$ cat src/rtl/mem_arbiter_types_pkg.sv
// Types and defaults for the shared-RAM arbiter.
package mem_arbiter_types_pkg;

  typedef enum logic [1:0] {IDLE, DSERV, ISERV} arb_state_t;
  typedef enum logic {OP_READ, OP_WRITE} mem_op_t;

  localparam int unsigned STARVE_MAX_DEFAULT = 4;

endpackage

$ cat src/rtl/mem_arbiter.sv
// Arbitrates the single RAM port between instruction fetch and data accesses.
// Data wins by default; a starvation counter forces a fetch after STARVE_MAX data grants.
module mem_arbiter
  import mem_arbiter_types_pkg::*;
#(
  parameter int unsigned ADDR_W     = 32,
  parameter int unsigned DATA_W     = 32,
  parameter int unsigned STARVE_MAX = STARVE_MAX_DEFAULT
) (
  input  logic              CLK,
  input  logic              RST,
  input  logic              iREN,
  input  logic [ADDR_W-1:0] iaddr,
  output logic              ihit,
  output logic [DATA_W-1:0] iload,
  input  logic              dREN,
  input  logic              dWEN,
  input  logic [ADDR_W-1:0] daddr,
  input  logic [DATA_W-1:0] dstore,
  output logic              dhit,
  output logic [DATA_W-1:0] dload,
  output logic              ram_ren,
  output logic              ram_wen,
  output logic [ADDR_W-1:0] ram_addr,
  output logic [DATA_W-1:0] ram_store,
  input  logic [DATA_W-1:0] ram_load,
  input  logic              ram_ready,
  output logic              busy
);

  localparam int unsigned CntW = $clog2(STARVE_MAX + 1);

  arb_state_t        state_q, state_d;
  logic [CntW-1:0]   starve_q, starve_d;
  logic [ADDR_W-1:0] addr_q, addr_d;
  logic [DATA_W-1:0] store_q, store_d;
  mem_op_t           op_q, op_d;
  logic              d_req;
  logic              starve_ok;
  logic              active;

  always_ff @(posedge CLK or posedge RST) begin
    if (RST) begin
      state_q  <= IDLE;
      starve_q <= '0;
      addr_q   <= '0;
      store_q  <= '0;
      op_q     <= OP_READ;
    end else begin
      state_q  <= state_d;
      starve_q <= starve_d;
      addr_q   <= addr_d;
      store_q  <= store_d;
      op_q     <= op_d;
    end
  end

  always_comb begin
    state_d   = state_q;
    starve_d  = starve_q;
    addr_d    = addr_q;
    store_d   = store_q;
    op_d      = op_q;
    d_req     = dREN | dWEN;
    starve_ok = starve_q < CntW'(STARVE_MAX);
    unique case (state_q)
      IDLE: begin
        if (d_req && (!iREN || starve_ok)) begin
          state_d = DSERV;
          addr_d  = daddr;
          store_d = dstore;
          op_d    = dWEN ? OP_WRITE : OP_READ;
          // Count only data grants that made a waiting fetch wait longer.
          if (!iREN) begin
            starve_d = '0;
          end else if (starve_ok) begin
            starve_d = starve_q + 1'b1;
          end
        end else if (iREN) begin
          state_d  = ISERV;
          addr_d   = iaddr;
          store_d  = '0;
          op_d     = OP_READ;
          starve_d = '0;
        end
      end
      DSERV, ISERV: begin
        if (ram_ready) begin
          state_d = IDLE;
        end
      end
      default: state_d = IDLE;
    endcase
  end

  // RAM side is driven only from latched state so requester churn cannot disturb an access.
  always_comb begin
    active    = state_q != IDLE;
    busy      = active;
    ihit      = (state_q == ISERV) && ram_ready;
    dhit      = (state_q == DSERV) && ram_ready;
    ram_ren   = (state_q == ISERV) || ((state_q == DSERV) && (op_q == OP_READ));
    ram_wen   = (state_q == DSERV) && (op_q == OP_WRITE);
    ram_addr  = active ? addr_q : '0;
    ram_store = (state_q == DSERV) ? store_q : '0;
    iload     = ihit ? ram_load : '0;
    dload     = (dhit && (op_q == OP_READ)) ? ram_load : '0;
  end

endmodule

$ cat config.mk
export PLATFORM = sky130hd
export DESIGN_NAME = mem_arbiter
export DESIGN_NICKNAME = d
export VERILOG_FILES = /design/src/rtl/mem_arbiter_types_pkg.sv /design/src/rtl/mem_arbiter.sv
export SDC_FILE = /design/constraint.sdc
export NUM_CORES = 1
export LEC_CHECK = 0
export BUFFER_PORTS_ARGS = -buffer_cell sky130_fd_sc_hd__buf_2
export CAP_MARGIN = 0
export CORE_MARGIN = 2
export CORE_UTILIZATION = 38
export DETAILED_ROUTE_END_ITERATION = 16
export PLACE_DENSITY = 0.77
export RECOVER_POWER = 100
export SLEW_MARGIN = 5
export SYNTH_ARGS = -nofsm -noshare
export SYNTH_HDL_FRONTEND = slang
export SYNTH_SLANG_ARGS = --single-unit
$ cat constraint.sdc
create_clock -name CLK -period 1.8 [get_ports CLK]
set_input_delay 0.09 -clock CLK [delete_from_list [all_inputs] [get_ports CLK]]
set_output_delay 0.09 -clock CLK [all_outputs]
set_load 0.03 [all_outputs]
# After elaboration in Yosys (flattened, before gate mapping)

Index checks and enable logic that the tools add are counted.

Memories: 0
Flip-flop bits (word level): 70
Logic and storage cells: 49
Output and inout bits: 133
Memory bits (read-only): 0
RAM bits: 0
Bits of input ports: 134
Latch bits: 0

Bitwise gates (word level): 2
$add $sub $neg: 1
Equal/unequal tests: 5
$mul: 0
Shift-type cells: 0
Magnitude comparators: 1
Muxes and demuxes: 19
Div/mod/pow operators: 0
Reductions and logical operators: 16

Operators with widths:

| kind                                           | count |
|---|---|
| 2-to-1 mux 32 bit                              | 8 |
| 2-to-1 mux 3 bit                               | 4 |
| logical AND 1 bit                              | 6 |
| 2-to-1 mux 2 bit                               | 3 |
| != test 3 bit (second input constant)          | 2 |
| one-hot mux 2 bit (2 select lines)             | 1 |
| AND reduction 2 bit                            | 2 |
| nonzero test 2 bit                             | 2 |
| adder 3 x 1 -> 3 bit (second input constant)   | 1 |
| < comparator 3 bit (second input constant)     | 1 |
| 2-to-1 mux 1 bit                               | 3 |
| AND reduction 3 bit                            | 1 |
| == test 2 x 1 -> 1 bit (second input constant) | 1 |
| == test 2 bit (second input constant)          | 1 |
| logical NOT 2 bit                              | 1 |
| logical OR 1 bit                               | 2 |
| != test 2 bit (second input constant)          | 1 |
| OR reduction 2 bit                             | 1 |
| logical NOT 1 bit                              | 1 |
| NOT 1 bit                                      | 1 |
| bitwise OR 1 bit                               | 1 |

# Longest topological paths before layout

Gate-level depths: netlist of run 1.

Depth after elaboration: 5
Depth in mapped cells: 8
Mapped depth without buffers: 5

# Worst setup path before layout of run 1

OpenSTA, ideal clock, no wires.

Path type: register to output
Start: reg state_q[1]
End: out dload[22]
Required time: 1.710 ns
Cell stages (with the launch flop): 6
Path slack: 0.218 ns
Arrival time: 1.492 ns
Cells stage by stage: dfrtp_1 > inv_1 > ha_1 > and2_1 > buf_2 > and3_1

Cells in the longest elaborated chain, start to end: 4

Ends and longest elaborated chain:

| what                     | line               | RTL |
|---|---|---|
| start: declaration       | mem_arbiter.sv:33  | `arb_state_t state_q, state_d;` |
| start signal: assignment | mem_arbiter.sv:50  | `state_q <= state_d;` |
| == test 2 x 1 -> 1 bit   | mem_arbiter.sv:101 | `dhit = (state_q == DSERV) && ram_ready;` |
| logical AND 1 bit        | mem_arbiter.sv:101 |  |
| named net dhit           | mem_arbiter.sv:20  | `output logic dhit,` |
| logical AND 1 bit        | mem_arbiter.sv:107 | `dload = (dhit && (op_q == OP_READ)) ? ram_load : '0;` |
| 2-to-1 mux 32 bit        | mem_arbiter.sv:107 |  |
| end: declaration         | mem_arbiter.sv:21  | `output logic [DATA_W-1:0] dload,` |

The timed path passes the listed nets, and every way through them passes these cells.

# Worst setup path after layout of run 1

Start: reg state_q[1]
End: out dload[14]

Cells in the longest elaborated chain, start to end: 4

Ends and longest elaborated chain:

| what                   | line |
|---|---|
| == test 2 x 1 -> 1 bit | mem_arbiter.sv:101 |
| logical AND 1 bit      | mem_arbiter.sv:101 |
| logical AND 1 bit      | mem_arbiter.sv:107 |
| 2-to-1 mux 32 bit      | mem_arbiter.sv:107 |

Every way passes these cells.

==> flow_summary.json, run 1 <==
{
  "status": "finished, final reports clean",
  "initial_utilization_pct": 38.5,
  "ys_ff_latch": 70,
  "period_share_pct": 98.5,
  "die_height_um": 105,
  "fmax_mhz": 564,
  "drt_iter0_drc": 240,
  "grt_overflow": 0,
  "slew_headroom_pct": 36.9,
  "cts-htree-levels": 3,
  "cts_tree": "done",
  "arrival_ps": 1680,
  "fin_crit_ps": 1770,
  "synth.distinct_cells": 27,
  "vias": 4061,
  "io_buffers": 266,
  "synth_area_mm2": 0.00391,
  "synth_compound_area_share_pct": 14.2,
  "dr.pass1.iters": 4,
  "maxCapViolations": 0,
  "cts_buffers": 9,
  "yosys.area_share.adder_pct": 1.28,
  "worst_pin_slew_ps": 946,
  "cp_top_family": "buffers and inverters",
  "min_path_cells": 3,
  "crit_type": "reg2out",
  "synth_fp_nets": 531,
  "clk_pin_slew_ps": 80,
  "layout.cells.non_filler": 819,
  "yosys_warnings": 0,
  "postCtsSetupBuffers": 0,
  "synth_top_family_by_area": "simple AND/OR/NAND/NOR gates",
  "ir_worst_vdd_mv": 0.773,
  "grt_pass1_vias": 3802,
  "hold_viol": 0,
  "die_x_um": 105,
  "cts.sinks": 70,
  "p_per_area_mw_per_mm2": 1600,
  "ys_seq_area_share_pct": 44.8,
  "reg2regPathDepth": 6,
  "io_pins": 267,
  "synth_top_area_share_pct": 44.8,
  "clock_latency_ps": 330,
  "path_max_fanout": 16,
  "drtAntennaViolNets": 0,
  "synth_top_area_cell": "dfrtp_1",
  "cp.depth": 6,
  "synthCells": 393,
  "wl_per_cell_um": 15.2,
  "dp_cells": 769,
  "fp.dieArea_mm2": 0.0111,
  "rows": 37,
  "synth.mux.area_fraction_pct": 8.78,
  "setup_tns_ps": 0,
  "hpwlAfterDp_um": 8780,
  "start_kind": "flop",
  "cts_root_buf": "clkbuf_8",
  "grt_pass1_wl_um": 18700,
  "cp_slowest_cell": "dfrtp_1",
  "setup-violations-final": 0,
  "cts.path.max_buffers": 2,
  "grt_max_degree": 71,
  "fill_cells": 874,
  "coreArea_mm2": 0.0101,
  "crit_required_ps": 1710,
  "synth_xor_area_share_pct": 0,
  "leakagePower_nw": 3.40,
  "grt_usage_pct": 21.1,
  "rsz0062_at_grt": "true",
  "skew_ps": 8.32,
  "via_per_inst": 4.96,
  "crit_buf_inv": 3,
  "area_growth_syn_to_layout_pct": 58.7,
  "path_cells": "inv_2 > ha_2 > and2_4 > buf_16 > and3_1 > buf_2",
  "yosys.area_share.simple_pct": 24.8,
  "finalMaxSlewViolations": 0,
  "place_congestion": 0.920,
  "syn_avg_cell_area_um2": 9.94,
  "wl_um": 12500,
  "drcViolationCount": 0,
  "fin_nets": 816,
  "drive_gt1_share_pct": 45.0,
  "antenna_found_initial": 1,
  "min-delay-path-class": "in2reg",
  "synth_area_leaders": "dfrtp_1 (45%), and3_1 (10%), mux2i_1 (8.2%), a22o_1 (7.6%), and2_1 (5.6%)",
  "slowest_delay_ps": 390,
  "cp-end-kind": "output port"
}
==> registers in the layout (all words and copies together) (netlist names) <==
name      flops
addr_q       32
op_q          1
starve_q      3
state_q       2
store_q      32
==> kinds of logic after synthesis <==
| group | after synthesis |
|---|---|
| multiplexers | 34 |
| flip-flops | 70 |
| AND/OR/NAND/NOR | 168 |
| AO/OA/AOI/OAI | 74 |
| adder cells (fa/ha/maj) | 4 |
| buffers and inverters | 43 |
==> worst min-delay path, cell delays in order <==
cell	delay, ps
buf_2	70
mux2i_1	50
o21ai_1	110
==> where the power goes <==
part	total, mW	leakage [nW]	switching [mW]	internal, mW
Sequential	2.71	0.866	0.384	2.32
Combinational	5.84	2.43	3.62	2.22
Clock	1.40	0.105	0.583	0.813
Total	9.94	3.40	4.59	5.35
==> per-stage QoR <==
| step | util [%] | area (um2) | total power, mW | hold WS, ps | setup slack [ps] |
|---|---|---|---|---|---|
| 2_1_floorplan | - | 3910 | 6.75 | 223 | 218 |
| 3_3_place_gp | 53.1 | 5380 | 8.14 | 224 | 227 |
| 3_5_place_dp | 53.1 | 5380 | 8.29 | 225 | 181 |
| 4_1_cts | 59.2 | 6000 | 9.89 | 17.5 | 1.86 |
| 5_1_grt | 61.1 | 6200 | 10.6 | 19.0 | -59.1 |
| 6_report | 61.1 | 6200 | 9.94 | 36.5 | 27.8 |
==> per-layer routing <==
layer	wire length [um]	up-vias	track usage (%)	part of all wire [%]
met4	409	0	8.38	3.3
met3	745	30	5.19	6.0
met1	4720	1903	23.3	38
met2	6580	188	38.6	53
li1	-	1940	-	-
met5	0	-	0	0
==> synth_stat cells <==
master	count
buf_8	2
o21ai_1	21
nor2_1	1
mux2i_1	32
nor3_1	1
buf_4	9
and2_1	35
o2bb2ai_1	1
o21ai_2	9
o22ai_1	1
nand2_1	34
o31ai_2	1
inv_1	6
mux2_2	2
a22o_1	34
a21o_1	1
and3_1	64
clkbuf_1	18
nor2_4	1
ha_1	4
nor2b_1	32
o2111ai_1	1
a2bb2oi_1	1
buf_2	6
o21ai_0	4
buf_6	2
dfrtp_1	70
==> cells in the final DEF, fill, tap and decap left out, types with 17 or more instances in the layout <==
| cell type | Yosys | routed |
|---|---|---|
| o21ai_0 | 4 | 20 |
| buf_2 | 6 | 173 |
| dfrtp_1 | 70 | 70 |
| and2_1 | 35 | 33 |
| mux2i_1 | 32 | 32 |
| a22o_1 | 34 | 34 |
| nor2b_1 | 32 | 27 |
| and3_1 | 64 | 61 |
| nand2_1 | 34 | 34 |
| dlygate4sd3_1 | 0 | 33 |
| buf_6 | 2 | 33 |
| buf_4 | 9 | 17 |
| clkbuf_2 | 0 | 35 |
==> final timing paths <==
path                                 start     endpoint  slack, ps
min in group asynchronous              RST  store_q[30]        670
max in group asynchronous              RST   store_q[6]        500
worst min register to register  addr_q[17]   addr_q[17]        470
worst max register to register  state_q[0]  starve_q[0]         90
worst max-delay path            state_q[1]    dload[14]         30
worst min-delay path              daddr[1]    addr_q[1]         40
==> area by class of cell <==
class | instances | area (um2) | area share (%)
Tap cell | 136 | 170 | 2.75
Inverter | 6 | 30.0 | 0.484
Sequential cell | 70 | 1750 | 28.3
Clock inverter | 5 | 83.8 | 1.35
Clock buffer | 10 | 138 | 2.22
Multi-Input combinational cell | 280 | 1950 | 31.4
Timing Repair Buffer | 311 | 2080 | 33.5
Antenna cell | 1 | 2.50 | 0.0404
==> timing repair <==
action | CTS | global route
hold buffers | 33 | 0
cloned | 1 | 0
gates resized for setup | 15 | 130
endpoints found under the hold margin | 102 | 0
setup endpoints to repair | 60 | 109
No activity file was read; power rests on OpenSTA's default activity.
==> run 2: changes to the inputs <==
--- a/config.mk
+++ b/config.mk
@@ -12,2 +12,3 @@
 export DETAILED_ROUTE_END_ITERATION = 16
+export MAX_ROUTING_LAYER = met4
 export PLACE_DENSITY = 0.77
--- a/constraint.sdc
+++ b/constraint.sdc
@@ -3,2 +3,2 @@
 set_output_delay 0.09 -clock CLK [all_outputs]
-set_load 0.03 [all_outputs]
+set_load 0.01 [all_outputs]
==> run 2 against run 1 <==
Final cell count is 0.24% higher. Total power decreased by 18%. Sequential power about the same. Global-route usage rose by 0.82 points. Final area is 5.9% lower. Combinational power fell by 28%. Clock skew is 4.9 ps higher. Via count unchanged. Critical path depth did not move. First-iteration DRC count shrank 5.8%. Flip-flop and latch count unchanged. Worst hold slack lost 16 ps.
==> flow_summary.json, run 2 (same netlist as run 1, synthesis figures left out) <==
{
  "period_share_pct": 95.2,
  "cp_top_family": "flip-flops",
  "dp_cells": 769,
  "total_power_mw": 8.19,
  "seqPwrFrac_pct": 33.2,
  "via_per_inst": 4.95,
  "initial_utilization_pct": 38.5,
  "start_kind": "flop",
  "p_clk_share_pct": 15.4,
  "clock_latency_ps": 340,
  "drtAntennaViolNets": 0,
  "antenna_found_initial": 2,
  "top_regs": "addr_q x32, store_q x32, starve_q x3",
  "mostFrequentLayoutCells": "buf_2 (157), dfrtp_1 (70), and3_1 (63), clkbuf_2 (60), clkbuf_1 (52)",
  "io_buffers": 266,
  "fp.dieArea_mm2": 0.0111,
  "combPwrFrac_pct": 51.5,
  "coreArea_mm2": 0.0101,
  "use_met2_pct": 39.1,
  "cts.path.max_buffers": 2,
  "grt_max_degree": 66,
  "arrival_ps": 1620,
  "leakagePower_nw": 3.17,
  "layout.cells.non_filler": 821,
  "path_cells": "inv_2 > ha_1 > and2_4 > clkbuf_16 > and3_1 > clkbuf_2",
  "mostFrequentLayoutCell": "buf_2",
  "slowest_delay_ps": 400,
  "wl_um": 12400,
  "die_height_um": 105,
  "grt_usage_pct": 21.9,
  "grt_pass1_vias": 3851,
  "cts_root_buf": "clkbuf_8",
  "clk_pin_slew_ps": 70,
  "fmax_mhz": 584,
  "min-delay-path-class": "in2reg",
  "swShare_pct": 40.3,
  "drt_iter0_drc": 226,
  "grt_overflow": 0,
  "vias": 4061,
  "fin_nets": 816,
  "rows": 37,
  "grt_pass1_wl_um": 18800,
  "crit_type": "reg2out",
  "ir_worst_vdd_mv": 0.722,
  "fill_cells": 929,
  "maxCapViolations": 0,
  "wl_per_cell_um": 15.1,
  "slew_headroom_pct": 17.4,
  "power.internal_mw": 4.89,
  "path_max_fanout": 16,
  "setup-violations-final": 0,
  "cts-htree-levels": 3,
  "drive_gt1_share_pct": 36.9,
  "finalMaxSlewViolations": 0,
  "grt-busiest-layer": "met2",
  "status": "finished, final reports clean",
  "cp-end-kind": "output port",
  "skew_ps": 13.2,
  "cp_slowest_cell": "dfrtp_1",
  "place_congestion": 0.937,
  "p_per_area_mw_per_mm2": 1400,
  "hpwlAfterDp_um": 8830,
  "crit_required_ps": 1710,
  "cts.sinks": 70,
  "p_switching_mw": 3.30,
  "area_growth_syn_to_layout_pct": 49.3,
  "dr.pass1.iters": 4,
  "fin_crit_ps": 1710,
  "gr-usage-met1_pct": 23.2,
  "crit_buf_inv": 3,
  "worst_pin_slew_ps": 1230,
  "die_x_um": 105,
  "hold_viol": 0,
  "cts_buffers": 9,
  "io_pins": 267,
  "cts_tree": "done",
  "drcViolationCount": 0,
  "use_met3_pct": 3.71
}
run 2: cell count changes in the layout (fill, tap and decap cells not counted), sizes merged:
cell	delta
inv	+1
clkinvlp	-3
diode	+1
buf	-61
bufinv	-1
clkbuf	+64
clkinv	+1
run 2: layer usage:
metal / vias up / wire [um]
li1: 1935 / -
met2: 200 / 6520
met4: 0 / 515
met1: 1888 / 4560
met3: 38 / 796
met5: - / 0
run 2: area by class of cell:
cell class / instances / area [um2] / share of cell area (%)
repair buffers: 311 / 1780 / 30.5
flip-flops and latches: 70 / 1750 / 30.0
multi-input cells: 280 / 1910 / 32.7
clock buffers: 13 / 149 / 2.55
inverters: 6 / 23.8 / 0.408
diodes: 2 / 5.00 / 0.0858
well taps: 136 / 170 / 2.92
clock inverters: 3 / 43.8 / 0.751
run 2: path summary, 6_finish.rpt:
kind | startpoint | end | slack, ps | cells after the start
setup / recovery | state_q[1] | dload[12] | 90 | 6
min in group asynchronous | RST | addr_q[29] | 560 | 3
setup reg to reg | state_q[0] | state_q[0] | 260 | 5
max in group asynchronous | RST | state_q[1] | 330 | 4
hold / removal | daddr[18] | addr_q[18] | 20 | 3
hold reg to reg | addr_q[0] | addr_q[0] | 480 | 2
run 2: what timing repair did:
item	4_1_cts	5_1_grt
gates cloned	0	1
setup buffers	0	0
resized for setup	1	9
setup endpoints to repair	21	75
endpoints found under the hold margin	58	0
hold buffers	33	0
run 2: worst reg2reg max path, cell delays in order, from the launching register on:
cell and delay [ps]:
dfrtp_1 400, inv_1 100, ha_2 270, inv_1 60
a2bb2oi_1 240, mux2_2 370
run 2: metrics by stage:
step | utilization (%) | setup TNS [ps] | hold slack [ps] | setup WS [ps] | instance area, um2
floorplan | - | 0 | 223 | 329 | 3910
global placement | 53.1 | 0 | 213 | 330 | 5380
detailed placement | 53.1 | 0 | 208 | 249 | 5380
CTS | 58.3 | 0 | 0.600 | 29.3 | 5910
global route | 57.5 | -11.6 | 20.7 | -11.6 | 5830
finish | 57.5 | 0 | 20.7 | 86.2 | 5830
run 2: power by group through the flow:
stage | Combinational (mW) | Sequential [mW] | Clock [mW]
after detailed placement | 4.33 | 2.72 | 0
final | 4.22 | 2.72 | 1.26
after CTS | 4.40 | 2.71 | 1.30
after global routing | 4.64 | 2.81 | 1.38
after global placement | 4.22 | 2.68 | 0
after floorplan | 2.93 | 2.59 | 0
